File: src/rtl/counter_ctrl_pkg.sv
// Shared types and defaults for the counter controller slice.
package counter_ctrl_pkg;

  localparam int DEF_WIDTH = 4;
  localparam int DEF_PRE_W = 4;

  typedef enum logic [1:0] {
    ST_IDLE = 2'd0,
    ST_RUN  = 2'd1,
    ST_HOLD = 2'd2,
    ST_DONE = 2'd3
  } state_t;

  // busy covers both the counting and the frozen phase of a run
  function automatic logic is_busy(input state_t s);
    return (s == ST_RUN) || (s == ST_HOLD);
  endfunction

endpackage

File: src/rtl/counter_core.sv
// Count register: clear, increment or wrap to zero under control of the FSM.
module counter_core
  import counter_ctrl_pkg::*;
#(
  parameter int WIDTH = DEF_WIDTH
) (
  input  logic             clk,
  input  logic             reset,
  input  logic             clr,
  input  logic             en,
  input  logic             wrap,
  output logic [WIDTH-1:0] count
);

  // clr beats en; wrap only matters on an enabled cycle
  always_ff @(posedge clk) begin
    if (!reset)     count <= '0;
    else if (clr)   count <= '0;
    else if (en)    count <= wrap ? '0 : count + WIDTH'(1);
  end

endmodule

File: src/rtl/counter_ctrl.sv
// Run-control FSM with prescaler and start-time latches around counter_core.
module counter_ctrl
  import counter_ctrl_pkg::*;
#(
  parameter int WIDTH = DEF_WIDTH,
  parameter int PRE_W = DEF_PRE_W
) (
  input  logic             clk,
  input  logic             reset,
  input  logic             start,
  input  logic             stop,
  input  logic             pause,
  input  logic             mode,
  input  logic [WIDTH-1:0] terminal,
  input  logic [PRE_W-1:0] prescale,
  output logic [WIDTH-1:0] count,
  output logic             busy,
  output logic             done
);

  state_t             state, state_nxt;
  logic               mode_q;
  logic [WIDTH-1:0]   term_q;
  logic [PRE_W-1:0]   pre_lim_q;
  logic [PRE_W-1:0]   pre_q, pre_nxt;
  logic               latch, clr, en, wrap, done_nxt;
  logic               tick, at_term;

  counter_core #(.WIDTH(WIDTH)) u_core (
    .clk   (clk),
    .reset (reset),
    .clr   (clr),
    .en    (en),
    .wrap  (wrap),
    .count (count)
  );

  // Next-state decode. The edge that samples pause in RUN still processes
  // its tick, so a coincident terminal tick completes before freezing; a
  // one-shot terminal goes to DONE rather than HOLD.
  always_comb begin
    tick      = (state == ST_RUN) && (pre_q == pre_lim_q);
    at_term   = (count == term_q);
    state_nxt = state;
    pre_nxt   = pre_q;
    latch     = 1'b0;
    clr       = 1'b0;
    en        = 1'b0;
    wrap      = 1'b0;
    done_nxt  = 1'b0;
    if (stop) begin
      state_nxt = ST_IDLE;
      pre_nxt   = '0;
      clr       = 1'b1;
    end else begin
      case (state)
        ST_IDLE, ST_DONE: begin
          if (start) begin
            state_nxt = ST_RUN;
            latch     = 1'b1;
            clr       = 1'b1;
            pre_nxt   = '0;
          end
        end
        ST_RUN: begin
          state_nxt = pause ? ST_HOLD : ST_RUN;
          if (tick) begin
            pre_nxt = '0;
            if (at_term) begin
              done_nxt = 1'b1;
              if (mode_q) begin
                en   = 1'b1;
                wrap = 1'b1;
              end else begin
                state_nxt = ST_DONE;
              end
            end else begin
              en = 1'b1;
            end
          end else begin
            pre_nxt = pre_q + PRE_W'(1);
          end
        end
        ST_HOLD: begin
          if (!pause) state_nxt = ST_RUN;
        end
        default: state_nxt = ST_IDLE;
      endcase
    end
  end

  // State, prescaler and registered outputs
  always_ff @(posedge clk) begin
    if (!reset) begin
      state <= ST_IDLE;
      pre_q <= '0;
      done  <= 1'b0;
      busy  <= 1'b0;
    end else begin
      state <= state_nxt;
      pre_q <= pre_nxt;
      done  <= done_nxt;
      busy  <= is_busy(state_nxt);
    end
  end

  // Run configuration captured on the start edge only
  always_ff @(posedge clk) begin
    if (!reset) begin
      mode_q    <= 1'b0;
      term_q    <= '0;
      pre_lim_q <= '0;
    end else if (latch) begin
      mode_q    <= mode;
      term_q    <= terminal;
      pre_lim_q <= prescale;
    end
  end

endmodule

File: config.mk
export PLATFORM = sky130hd
export DESIGN_NAME = counter_ctrl
export DESIGN_NICKNAME = d
export VERILOG_FILES = /design/src/rtl/counter_ctrl_pkg.sv /design/src/rtl/counter_core.sv /design/src/rtl/counter_ctrl.sv
export SDC_FILE = /design/constraint.sdc
export NUM_CORES = 1
export LEC_CHECK = 0
export BUFFER_PORTS_ARGS = -buffer_cell sky130_fd_sc_hd__buf_2
export CORE_UTILIZATION = 25
export DETAILED_ROUTE_END_ITERATION = 7
export GPL_TIMING_DRIVEN = 0
export PLACE_DENSITY = 0.41
export SYNTH_ARGS = -nofsm -noshare
export SYNTH_HDL_FRONTEND = slang
export SYNTH_SLANG_ARGS = --single-unit
File: constraint.sdc
create_clock -name clk -period 4.8 [get_ports clk]
set_clock_uncertainty 0.1 [all_clocks]
set_input_delay 0 -clock clk [delete_from_list [all_inputs] [get_ports clk]]
set_output_delay 0 -clock clk [all_outputs]
set_load 0.01 [all_outputs]
==> results.json <==
{
  "yosys.area_share.simple": 0.249,
  "final_nets": 184,
  "initial_core_util": 0.270,
  "cts_buffers": 3,
  "ys_ff_latch": 21,
  "antennaDiodeCount": 0,
  "critPathBufInv": 4,
  "drt_iter0_markers": 35,
  "crit_cells": 9,
  "ys.flop_type": "dfxtp_1",
  "cp-startpoint": "state[0]$_SDFF_PN0_",
  "ios": 20,
  "yosys.area.top_type": "dfxtp_1",
  "power.density_nw_per_um2": 247,
  "num_vias": 1031,
  "wl_per_cell_um": 11.5,
  "overflow": 0,
  "yosysWarnings": 0,
  "period_share": 0.533,
  "ys_types": 38,
  "synth_top_cell_area_share": 0.375,
  "synthCells": 132,
  "min_period_ps": 2560,
  "cts.htree.levels": 1,
  "drt-total-wl_um": 2470,
  "viasPerCell": 4.80,
  "worstSetupPathType": "reg2reg",
  "cts_buffer_depth": 2,
  "dp_hpwl_um": 1920,
  "cp-endpoint": "mode_q$_SDFFE_PN0P_",
  "synth_area_leaders": "dfxtp_1, nand2_1, a21boi_0",
  "cpMaxStageDelayCell": "dlygate4sd3_1",
  "grt_pass1_vias": 948,
  "ant_nets": 0,
  "rr_worst_depth": 9,
  "drcViolationCount": 0,
  "r2r_start": "state[0]$_SDFF_PN0_",
  "r2r_end": "mode_q$_SDFFE_PN0P_",
  "drv_cap": 0,
  "ir_worst_vdd_uv": 83.7,
  "synth-adder-area-share": 0.0447,
  "clock-sinks": 21,
  "num_rows": 23,
  "dieArea_um2": 4750,
  "grt_max_degree": 12,
  "setup_tns_ps": 0,
  "design.core.area_um2": 4140,
  "antenna_found_initial": 0,
  "track_usage": 0.120,
  "critPathTopFamily": "buffers and inverters",
  "crit_fanout": 10,
  "cpPeakStageDelay_ps": 550,
  "cpMostUsedCell": "nand2_1",
  "stdcell_area_um2": 1430,
  "synth_area_um2": 1120,
  "port_buffers": 18,
  "fmax_ghz": 0.391,
  "ys_seq_area_frac": 0.375,
  "cts_tree": "done",
  "syn_area_per_cell_um2": 8.48,
  "cts_root_buf": "clkbuf_8",
  "p_leak_nw": 0.591,
  "ys_async_sr_fraction": 0,
  "gp_congestion": 0.691,
  "die_h_um": 68.9,
  "crit_required_ps": 4850,
  "synthMuxAreaShare": 0.0101,
  "tightest_slew_ps": 554,
  "drive_gt1_frac": 0.164,
  "clkTransAtPathRegs_ps": 80,
  "fillerInstances": 466,
  "ff2ff_setup_slack_ps": 2240,
  "insertion_delay_ps": 260,
  "dpl_cell_area_um2": 1270,
  "cp-start-kind": "flip-flop",
  "dieWidth_um": 68.9,
  "cp_data_arrival_time_ps": 2610,
  "hold_class": "in2reg",
  "synth-compound-area-share": 0.219,
  "status": "completed",
  "synth_edf_count": 0,
  "relSlewSlack": 0.629,
  "final_cell_mix": "nand2_1, dfxtp_1, buf_2, dlygate4sd3_1, nor2_1",
  "worst_setup_path_end_kind": "flip-flop",
  "grt_pass1_wl_um": 4110,
  "hold_violations": 0,
  "worstPathCellList": "inv_1 -> ha_1 -> buf_2 -> nand2_1 -> or2_2 -> clkbuf_1 -> nand2_1 -> a21boi_0 -> dlygate4sd3_1",
  "rsz0062_at_grt": "no",
  "syn2layout_area_growth_pct": 27.5,
  "synth-xor-area-share": 0.0626,
  "finalSetupViolCount": 0,
  "maxSlewViolCount": 0,
  "synth_fp_nets": 150,
  "firstDrtPassIters": 4,
  "synth_top_family_by_area": "simple AND/OR/NAND/NOR gates"
}
[layer usage]
metal	part of all wire	wire, µm	up-vias	global-route usage
li1	-	-	531	-
met1	0.49	1220	473	0.145
met2	0.45	1120	23	0.203
met3	0.040	100	4	0.0247
met4	0.016	39	0	0.0536
met5	0	0	-	0
[how the worst min path moves through the flow]
stage,cells after the start,startpoint,end
global placement,3,terminal[2],term_q[2]$_SDFFE_PN0P_
global route,4,pause,state[0]$_SDFF_PN0_
detailed placement,3,terminal[2],term_q[2]$_SDFFE_PN0P_
CTS,4,pause,state[0]$_SDFF_PN0_
finish,4,pause,state[0]$_SDFF_PN0_
floorplan,2,reset,busy$_SDFF_PN0_
[registers in the layout, indices dropped and copies added, names as in the netlist]
signal and cells:
mode_q 1, u_core.count 4, state 2, done 1, busy 1, pre_q 4
pre_lim_q 4, term_q 4
[Yosys cell counts (3+ instances only)]
| master | instances |
|---|---|
| dfxtp_1 | 21 |
| nand2_1 | 21 |
| nor2_1 | 10 |
| a21boi_0 | 9 |
| inv_1 | 6 |
| a21oi_1 | 5 |
| ha_1 | 4 |
| nand3_1 | 4 |
| o21ai_0 | 4 |
| xnor2_1 | 4 |
| xor2_1 | 4 |
| clkbuf_1 | 3 |
| nor2b_1 | 3 |
| nor3b_1 | 3 |
[power by group]
group	internal [W]	total, W	switching (W)
clock network	0.0000591	0.000116	0.0000573
registers	0.000179	0.000183	0.00000348
logic	0.0000252	0.0000535	0.0000283
[worst min-delay path, cell delays in order]
cell and delay (ps):
buf_2 100, inv_1 70, a211oi_1 60, a21oi_1 110
[cell type report]
type | instances | area [µm²] | share of cell area
buffer | 5 | 21.3 | 0.0149
clock buffer | 4 | 45.0 | 0.0316
inverter | 6 | 22.5 | 0.0158
multi-input combinational | 100 | 656 | 0.459
sequential | 21 | 420 | 0.294
tap | 50 | 62.6 | 0.0438
timing repair buffer | 29 | 200 | 0.140
[kinds of logic (layout without fill, tap and decap cells)]
| family | after synthesis | count (layout) |
|---|---|---|
| xor+xnor | 8 | 8 |
| buf+inv | 11 | 44 |
| simple gates | 54 | 54 |
| mux | 1 | 1 |
| flops | 21 | 21 |
| compound gates | 33 | 33 |
| fa+ha+maj | 4 | 4 |
[through the flow]
stage | std cells | util | total power (W) | hold WS, ps | setup slack [ps]
4_1_cts | 215 | 0.345 | 0.000359 | 19.9 | 2220
3_3_place_gp | 200 | 0.307 | 0.000234 | 155 | 2670
2_1_floorplan | 132 | - | 0.000219 | 43.1 | 2910
5_1_grt | 215 | 0.345 | 0.000374 | 59.8 | 1980
3_5_place_dp | 200 | 0.307 | 0.000234 | 162 | 2670
6_report | 215 | 0.345 | 0.000353 | 21.7 | 2240
[timing repair]
action	in CTS	in global routing
setup buffers	0	0
endpoints found under the hold margin	10	0
hold buffers	11	0
setup endpoints to repair	0	0
gates resized for setup	0	0
No activity file was read; power rests on OpenSTA's default activity.
